[src/rtl/fetch_unit.sv]
// fetch_unit: instruction-fetch stage feeding decode over valid/ready,
// with stall hold, branch redirect/flush and an all-zero-word halt.
module fetch_unit #(
    parameter int N = 32,
    parameter logic [N-1:0] RESET_PC = '0
) (
    input  logic         clk,
    input  logic         rst,
    output logic [N-1:0] pc_out,
    input  logic [N-1:0] instr,
    input  logic         branch_taken,
    input  logic [N-1:0] branch_target,
    output logic         if_valid,
    input  logic         if_ready,
    output logic [N-1:0] if_instr,
    output logic [N-1:0] if_pc,
    output logic         halted,
    output logic [N-1:0] fetch_count
);
    typedef enum logic [1:0] {IDLE, RUN, HALT} state_t;
    state_t state, state_n;
    logic [N-1:0] pc, pc_n, if_instr_n, if_pc_n;
    logic if_valid_n, halted_n, advance;
    assign pc_out = pc;
    assign advance = !if_valid || if_ready;
    always_comb begin
        state_n = state;
        pc_n = pc;
        if_valid_n = if_valid;
        if_instr_n = if_instr;
        if_pc_n = if_pc;
        halted_n = halted;
        if (state == IDLE) begin
            state_n = RUN;
        end else if (branch_taken) begin
            pc_n = {branch_target[N-1:2], 2'b00};
            if_valid_n = 1'b0;
            state_n = RUN;
            halted_n = 1'b0;
        end else if (state == RUN && advance) begin
            // a zero word stops fetch and is never handed to decode
            if (instr == '0) begin
                if_valid_n = 1'b0;
                state_n = HALT;
                halted_n = 1'b1;
            end else begin
                if_instr_n = instr;
                if_pc_n = pc;
                if_valid_n = 1'b1;
                pc_n = pc + N'(4);
            end
        end
    end
    always_ff @(posedge clk) begin
        if (rst) begin
            state <= IDLE;
            pc <= RESET_PC;
            if_valid <= 1'b0;
            if_instr <= '0;
            if_pc <= '0;
            halted <= 1'b0;
            fetch_count <= '0;
        end else begin
            state <= state_n;
            pc <= pc_n;
            if_valid <= if_valid_n;
            if_instr <= if_instr_n;
            if_pc <= if_pc_n;
            halted <= halted_n;
            fetch_count <= fetch_count + {{(N-1){1'b0}}, if_valid && if_ready};
        end
    end
endmodule
[config.mk]
export PLATFORM = sky130hd
export DESIGN_NAME = fetch_unit
export DESIGN_NICKNAME = d
export VERILOG_FILES = /design/src/rtl/fetch_unit.sv
export SDC_FILE = /design/constraint.sdc
export NUM_CORES = 1
export LEC_CHECK = 0
export CORE_MARGIN = 4
export CORE_UTILIZATION = 40
export CTS_BUF_LIST = sky130_fd_sc_hd__clkbuf_8 sky130_fd_sc_hd__clkbuf_16
export DETAILED_ROUTE_END_ITERATION = 7
export MAX_ROUTING_LAYER = met4
export PLACE_DENSITY = 0.81
export SYNTH_ARGS = -nofsm -noshare
export SYNTH_HDL_FRONTEND = slang
export SYNTH_SLANG_ARGS = --single-unit
export TNS_END_PERCENT = 5
[constraint.sdc]
create_clock -name clk -period 1.95 [get_ports clk]
set_input_delay 0.195 -clock clk [delete_from_list [all_inputs] [get_ports clk]]
set_output_delay 0.195 -clock clk [all_outputs]
set_load 0.03 [all_outputs]
## Word level (Yosys, flattened, before mapping)

Cells that the tools add are included.

- Logic and storage cells: 45
- Output and inout bits: 130
- Bits in registers: 132

- Equality and inequality tests: 2
- Mux-type cells: 13
- Bitwise logic cells: 3
- Reductions and logical operators: 17
- $add $sub $neg: 2

Operator list:

| cell | number |
|---|---|
| $mux W32 | 3 |
| $add A32 B1 Y32 | 1 |
| $add A32 B3 Y32 const B | 1 |
| $logic_not A32 Y1 | 1 |
| $mux W1 | 10 |
| $reduce_and A2 Y1 | 3 |
| $reduce_and A3 Y1 | 2 |
| $reduce_bool A3 Y1 | 2 |
| $reduce_and A4 Y1 | 1 |
| $reduce_bool A2 Y1 | 2 |
| $not A1 Y1 | 3 |
| $reduce_or A3 Y1 | 1 |
| $eq A2 B1 Y1 const B | 1 |
| $logic_and A1 B1 Y1 | 2 |
| $logic_not A2 Y1 | 1 |
| $ne A2 B2 Y1 const B | 1 |
| $logic_not A1 Y1 | 1 |
| $logic_or A1 B1 Y1 | 1 |

## Longest topological paths before layout

Gate-level depths: netlist of the first run.

- Word-level depth: 6
- Depth in mapped cells: 9
- Depth with buffers taken out: 8

## Least setup slack after synthesis of the first run

OpenSTA, ideal clock, no wires.

- Path kind: register to register
- From: reg if_valid
- To: reg fetch_count[20]
- Setup time: 0.070 ns
- Cell stages (with the launch flop): 9
- Path buffers: 1
- Period minus slack after synthesis: 2.284 ns
- Path slack: -0.334 ns
- Arrival time: 2.213 ns
- Cell sequence: dfxtp_1 > and2_1 > ha_1 > ha_1 > inv_1 > or4_4 > buf_6 > or3_1 > a21oi_1

- Word-level cells in the longest chain between the ends: 2

RTL lines:

| what | RTL line | RTL |
|---|---|---|
| start, declared | 13 | `output logic if_valid,` |
| start signal, assigned | 66 | `if_valid <= if_valid_n;` |
| $logic_and A1 B1 Y1 | 70 | `fetch_count <= fetch_count + {{(N-1){1'b0}}, if_valid && if_ready};` |
| $add A32 B1 Y32 | 70 |  |
| end signal, assigned | 70 |  |
| end, declared | 18 | `output logic [N-1:0] fetch_count` |

No other way between the ends.
A chain may end at the register's enable or synchronous reset.

## Worst setup path in the final report of the first run

- From: in instr[16]
- To: reg pc[10] (netlist: pc_out[10])

- Word-level cells in the longest chain between the ends: 3

RTL lines:

| what | RTL line | RTL |
|---|---|---|
| start, declared | 10 | `input logic [N-1:0] instr,` |
| $logic_not A32 Y1 | 42 | `if (instr == '0) begin` |
| $ne A2 B2 Y1 (no source line) | -- |  |
| $reduce_and A3 Y1 (no source line) | -- |  |
| end signal, assigned | 65 | `pc <= pc_n;` |
| end, declared | 22 | `logic [N-1:0] pc, pc_n, if_instr_n, if_pc_n;` |

No other way between the ends.

==> impl_metrics.py, run 1 <==
metrics = {
    "final_layout": {
        "final_cell_count_no_fill": 1199,
        "layout-drive-gt1-share_pct": 17.14,
        "syn_to_final_growth_pct": 56.83,
        "antenna_cells": 0,
        "nets": 1074,
    },
    "power": {
        "pwr_density_cell_mw_per_mm2": 776.5,
        "vdd_ir_drop_max_mv": 0.5734,
        "power_frac_seq_pct": 37.8,
        "p_int_mw": 5.566,
        "combPwrFrac_pct": 13.1,
        "switching_share_pct": 24.01,
        "leakagePower_nw": 3.434,
        "p_total_mw": 7.324,
        "switchingPower_mw": 1.758,
        "power_frac_clock_pct": 49.0,
    },
    "synth": {
        "synth-main-ff-cell": "dfxtp_1",
        "synth_top_cells_by_count": "nand2_1, dfxtp_1, a21oi_1",
        "synth_xor_area_share_pct": 3.641,
        "avgSynthCellArea_um2": 7.956,
        "synth_warnings": 0,
        "synth-compound-area-share_pct": 18.22,
        "synth_top_area_share_pct": 42.60,
        "synthTopCellsByArea": "dfxtp_1, nand2_1, a21oi_1",
        "synth_fa_ha_area_share_pct": 0.8321,
        "synth_most_common_cell": "nand2_1",
        "synth-seq-area-share_pct": 42.60,
        "syn-cell-area_mm2": 0.006015,
        "async_flop_share_pct": 0,
        "synthDistinctLibCells": 65,
        "synth_seq_cells": 128,
        "yosys.area.top_type": "dfxtp_1",
        "syn_inst": 756,
        "synth_top_family_by_area": "simple AND/OR/NAND/NOR gates",
        "synth-simple-area-share_pct": 29.52,
        "synthMuxAreaShare_pct": 0.1664,
        "synth-edff-count": 0,
    },
    "floorplanning": {
        "die-area_mm2": 0.01706,
        "start_util_pct": 41.07,
        "core_area_mm2": 0.01464,
        "num_rows": 44,
        "die_y_um": 130.6,
        "ios": 198,
        "chipWidth_um": 130.6,
    },
    "grt": {
        "grt_antenna_before_repair": 0,
        "overflow": 0,
        "grt_pass1_vias": 6156,
        "grt_pass1_wl_um": 30790,
        "grt_max_degree": 125,
        "grt_use_total_pct": 23.36,
    },
    "detailed_routing": {
        "first_pass_iters": 5,
        "routedWlPerCell_um": 16.94,
        "via_per_inst": 5.537,
        "wirelength_um": 20310,
        "postRouteAntennaNets": 0,
        "vias": 6639,
        "drt_iter0_markers": 407,
        "drc": 0,
    },
    "timing": {
        "max-slew-margin-rel_pct": 59.04,
        "slew_viol_final": 0,
        "worst_pin_slew_ns": 0.6144,
        "finClkSkew_ns": 0.006609,
        "rsz0062_at_grt": "true",
        "hold_viol": 0,
        "setup_viol": 1,
        "finalCriticalPeriod_ns": 1.968,
        "worst_slack_ns": -0.01772,
        "holdWs_ns": 0.2601,
        "finalCritPeriodShare_pct": 100.9,
        "clock.fmax_mhz": 508.2,
    },
    "cts": {
        "htree_levels": 4,
        "tritoncts": "built",
        "cts_sinks": 128,
        "cts_max_path_buffers": 2,
        "clkLatencyLatePin_ns": 0.41,
        "cts.clk_slew.worst_paths_ns": 0.05,
        "cts_inserted_buffers": 17,
        "cts_root_buf": "clkbuf_16",
    },
    "flow_run": {
        "maxCapViolations": 0,
    },
    "worst_setup_path": {
        "worst-path-buf-inv": 4,
        "required_ns": 2.21,
        "path_cells": "clkdlybuf4s50_1, nor4_1, buf_4, nand4_1, buf_4, o311a_1, buf_4, a21oi_1, a211oi_1",
        "cpLargestDelayFamily": "buffers and inverters",
        "critPathSlowestCell": "clkdlybuf4s50_1",
        "start_kind": "primary input",
        "critPathMaxStageDelay_ns": 0.43,
        "critPathArrivalTime_ns": 2.23,
        "cp-end-kind": "flip-flop",
        "setup.worst_path.class": "primary input to flip-flop",
        "crit_path_frequent_cell": "buf_4",
        "critPathMaxFanout": 11,
    },
    "placement": {
        "dp.cells": 1166,
        "dp_hpwl_um": 14390,
        "gp_congestion": 0.9578,
        "port_buffers": 191,
    },
    "hold_path": {
        "hold_class": "primary input to flip-flop",
    },
    "status": {
        "status": "finished with violations",
        "violations": "setup timing",
    },
}
state kept, by name (all words and copies together), names as in the netlist:
name,count
state,2
pc_out,30
if_instr,32
fetch_count,32
if_valid,1
if_pc,30
halted,1
per-layer routing:
layer / vias to the layer above / wire, µm / global-route usage, %
li1: 3156 / - / -
met1: 3132 / 8243 / 28.21
met2: 308 / 9955 / 38.61
met3: 43 / 1563 / 5.488
met4: 0 / 548 / 7.562
met5: - / 0 / -
worst min-delay path, stage by stage:
cell	delay (ns)
buf_4	0.13
clkinv_1	0.14
o211a_1	0.16
power groups by stage:
stage | Combinational [mW] | Clock (mW) | Sequential (mW)
after floorplan | 0.309 | 0 | 2.98
after global placement | 0.943 | 0 | 2.82
after detailed placement | 0.951 | 0 | 2.82
after CTS | 0.959 | 3.63 | 2.77
after global routing | 1.02 | 3.76 | 2.78
final | 0.963 | 3.59 | 2.77
path summary, 6_finish.rpt:
kind	cells past startpoint	slack, ns	startpoint	end
worst min register to register	2	0.45	if_instr[29]	if_instr[29]
worst max register to register	7	0.02	if_valid	fetch_count[16]
worst max-delay path	9	-0.02	instr[16]	pc_out[10]
worst min-delay path	3	0.26	rst	state[1]
cell usage in the layout, fill, tap and decap left out, drive strengths merged, types with 5 or more instances in the layout:
cell type        n
a21oi           95
dfxtp          128
inv              8
clkbuf          21
nor4            19
or4              6
nor2            41
nor3             9
and3            14
a31oi            9
nand3           27
or3              9
buf             89
o32ai            5
xor2            15
nand4           25
and2            11
o31ai           10
clkdlybuf4s50  188
nand2          179
bufinv           5
o21ai           26
xnor2           10
and4             8
kinds of logic after synthesis:
group | Yosys count
AO/OA/AOI/OAI | 177
XOR/XNOR | 25
adder cells (fa/ha/maj) | 4
buffers and inverters | 62
flip-flops | 128
multiplexers | 1
other | 1
AND/OR/NAND/NOR | 358
metrics by stage:
step	cell area (µm²)	util, %	setup TNS, ns	setup WS, ns
2_1_floorplan	6098	-	-0.02375	-0.01206
3_3_place_gp	8698	59.40	-26.58	-0.3433
3_5_place_dp	8698	59.40	-31.25	-0.4666
4_1_cts	9385	64.09	0	0.008729
5_1_grt	9433	64.41	-0.3611	-0.03785
6_report	9433	64.41	-0.01772	-0.01772
area by class of cell:
| type | instances | area, µm² |
|---|---|---|
| Tap cell | 184 | 230.2 |
| Clock inverter | 11 | 182.7 |
| Timing Repair Buffer | 278 | 2635 |
| Inverter | 7 | 26.28 |
| Clock buffer | 21 | 491.7 |
| Sequential cell | 128 | 2591 |
| Multi-Input combinational cell | 570 | 3276 |
| Fill cell | 1220 | 5211 |
repair_timing:
action,CTS,global route
cloned,0,1
setup endpoints to repair,3,16
buffers inserted,0,0
hold buffers,0,0
pin swaps,2,3
gates resized for setup,2,9
No activity file was read; power rests on OpenSTA's default activity.
==> inputs of run 2 (changes only) <==
--- a/config.mk
+++ b/config.mk
@@ -5,6 +5,7 @@
 export SDC_FILE = /design/constraint.sdc
 export NUM_CORES = 1
 export LEC_CHECK = 0
+export ABC_CLOCK_PERIOD_IN_PS = 1950
 export CORE_MARGIN = 4
 export CORE_UTILIZATION = 40
 export CTS_BUF_LIST = sky130_fd_sc_hd__clkbuf_8 sky130_fd_sc_hd__clkbuf_16
==> results of run 2 <==
No change in the layout: final DEF, timing and power equal those of run 1.
==> inputs of run 3 (changes only) <==
--- a/config.mk
+++ b/config.mk
@@ -11,7 +11,7 @@
 export CTS_BUF_LIST = sky130_fd_sc_hd__clkbuf_8 sky130_fd_sc_hd__clkbuf_16
 export DETAILED_ROUTE_END_ITERATION = 7
 export MAX_ROUTING_LAYER = met4
-export PLACE_DENSITY = 0.81
+export PLACE_DENSITY = 0.74
 export SYNTH_ARGS = -nofsm -noshare
 export SYNTH_HDL_FRONTEND = slang
 export SYNTH_SLANG_ARGS = --single-unit
==> run 3 against run 2 <==
The flow now finishes without violations. Sequential cell count did not move. Clock power fell by 16%. Non-clock buffer count fell by 4. Combinational power barely moved. Largest cell class unchanged. Largest power group unchanged.
==> impl_metrics.py, run 3 (synthesis results as in run 1) <==
metrics = {
    "hold_path": {
        "hold_start": "branch_taken",
        "hold_class": "primary input to flip-flop",
        "hold_path_end": "halted",
        "hold_depth": 3,
    },
    "detailed_routing": {
        "postRouteAntennaNets": 0,
        "first_pass_iters": 7,
        "via_per_inst": 5.424,
        "drt_iter0_markers": 451,
        "wirelength_um": 20000,
        "routedWlPerCell_um": 16.75,
        "vias": 6476,
        "drc": 0,
    },
    "grt": {
        "grt_util_met3_pct": 6.341,
        "grtUsageMet1_pct": 29.88,
        "grt_max_degree": 125,
        "grt_antenna_before_repair": 0,
        "grt_pass1_wl_um": 31130,
        "grt_util_met2_pct": 36.42,
        "grt_pass1_vias": 6164,
        "top_usage_layer": "met2",
        "overflow": 0,
        "grt_use_total_pct": 23.71,
    },
    "worst_setup_path": {
        "critPathMaxStageDelay_ns": 0.50,
        "cp-end-kind": "flip-flop",
        "r2r_slack_ns": 0.02,
        "critPathMaxFanout": 11,
        "cp.depth": 7,
        "required_ns": 2.30,
        "r2r_cells": 7,
        "crit_path_frequent_cell": "ha_4",
        "cpLargestDelayFamily": "simple AND/OR/NAND/NOR gates",
        "critPathArrivalTime_ns": 2.28,
        "critPathSlowestCell": "or4_4",
        "worst-path-buf-inv": 1,
        "worstReg2RegEnd": "fetch_count[18]",
        "path_cells": "and2_4, ha_4, ha_4, inv_2, or4_4, or3_4, a21oi_2",
        "setup.worst_path.class": "flip-flop to flip-flop",
        "start_kind": "flip-flop",
        "reg2reg_from": "if_valid",
    },
    "power": {
        "leakagePower_nw": 3.335,
        "vdd_ir_drop_max_mv": 0.5954,
        "pwr_density_cell_mw_per_mm2": 722.9,
    },
    "timing": {
        "finalCritPeriodShare_pct": 99.05,
        "slew_viol_final": 0,
        "finalCriticalPeriod_ns": 1.931,
        "rsz0062_at_grt": "true",
        "worst_pin_slew_ns": 0.5786,
        "hold_viol": 0,
        "fin_tns_setup_ns": 0,
        "clock.fmax_mhz": 517.8,
        "setup_viol": 0,
        "finClkSkew_ns": 0.005798,
        "max-slew-margin-rel_pct": 61.42,
    },
    "floorplanning": {
        "die-area_mm2": 0.01706,
        "ios": 198,
        "core_area_mm2": 0.01464,
        "chipWidth_um": 130.6,
        "start_util_pct": 41.07,
        "die_y_um": 130.6,
        "num_rows": 44,
    },
    "cts": {
        "htree_levels": 4,
        "cts_root_buf": "clkbuf_16",
        "holdBufCountCts": 0,
        "cts_inserted_buffers": 17,
        "cts_sinks": 128,
        "cts.clk_slew.worst_paths_ns": 0.06,
        "tritoncts": "built",
        "cts_max_path_buffers": 2,
        "post_cts_buffers": 0,
        "clkLatencyLatePin_ns": 0.42,
    },
    "placement": {
        "gp_congestion": 0.8510,
        "dp.cells": 1162,
        "port_buffers": 191,
        "dp_hpwl_um": 14500,
    },
    "final_layout": {
        "syn_to_final_growth_pct": 54.92,
        "layout_commonest_cell": "clkdlybuf4s50_1",
        "nets": 1069,
        "antenna_cells": 0,
        "layout-drive-gt1-share_pct": 16.93,
        "final_cell_mix": "clkdlybuf4s50_1, nand2_1, dfxtp_1",
        "final_cell_count_no_fill": 1194,
        "largestRegisters": "fetch_count x32, if_instr x32",
    },
    "status": {
        "status": "completed",
    },
    "flow_run": {
        "maxCapViolations": 0,
    },
}
-- run 3: cell count changes in the layout (fill, tap and decap cells not counted), sizes merged --
cell,change
buf,-4
clkinv,+3
clkdlybuf4s50,+1
or4,-1
dlymetal6s2s,-1
bufinv,-5
clkbuf,-1
clkinvlp,+3
-- run 3: layout make-up --
class | instances | area, µm²
Multi-Input combinational cell | 569 | 3272
Clock inverter | 12 | 82.58
Timing Repair Buffer | 274 | 2628
Tap cell | 184 | 230.2
Fill cell | 1257 | 5326
Sequential cell | 128 | 2590
Inverter | 7 | 26.28
Clock buffer | 20 | 489.2
-- run 3: worst max-delay path by stage --
stage / start / endpoint
floorplan: pc_out[9] / pc_out[24]
global placement: instr[26] / pc_out[10]
detailed placement: instr[26] / pc_out[21]
CTS: if_valid / fetch_count[18]
global route: if_valid / fetch_count[26]
finish: if_valid / fetch_count[18]
-- run 3: power breakdown --
group | internal [mW] | switching (mW)
clock | 1.80 | 1.20
sequential | 2.70 | 0.0665
combinational | 0.433 | 0.530
total | 4.94 | 1.80
-- run 3: per-stage QoR --
step	utilization (%)	hold slack (ns)	power [mW]	setup slack [ns]	instance area, µm²
floorplan	-	0.3310	3.292	-0.01206	6098
global placement	59.36	0.4409	3.769	-0.5062	8693
detailed placement	59.36	0.4458	3.775	-0.4948	8693
CTS	63.39	0.2248	6.788	0.02294	9283
global route	63.63	0.2473	6.978	-0.05458	9318
finish	63.63	0.2561	6.735	0.01862	9318
-- run 3: what timing repair did --
item                                    in CTS  in global routing
pin swaps                                    1                  1
gates resized for setup                      2                  7
hold endpoints to repair                     0                  0
endpoints found under the setup margin      12                 16
-- run 3: layer usage --
layer	wire length, µm	part of all wire (%)	up-vias
li1	-	-	3153
met4	552	2.8	0
met5	0	0	-
met3	1463	7.3	36
met2	9378	47	254
met1	8603	43	3033
-- run 3: worst min-delay path: stages --
cell	delay [ns]
buf_2	0.22
or3_1	0.15
a21oi_1	0.05
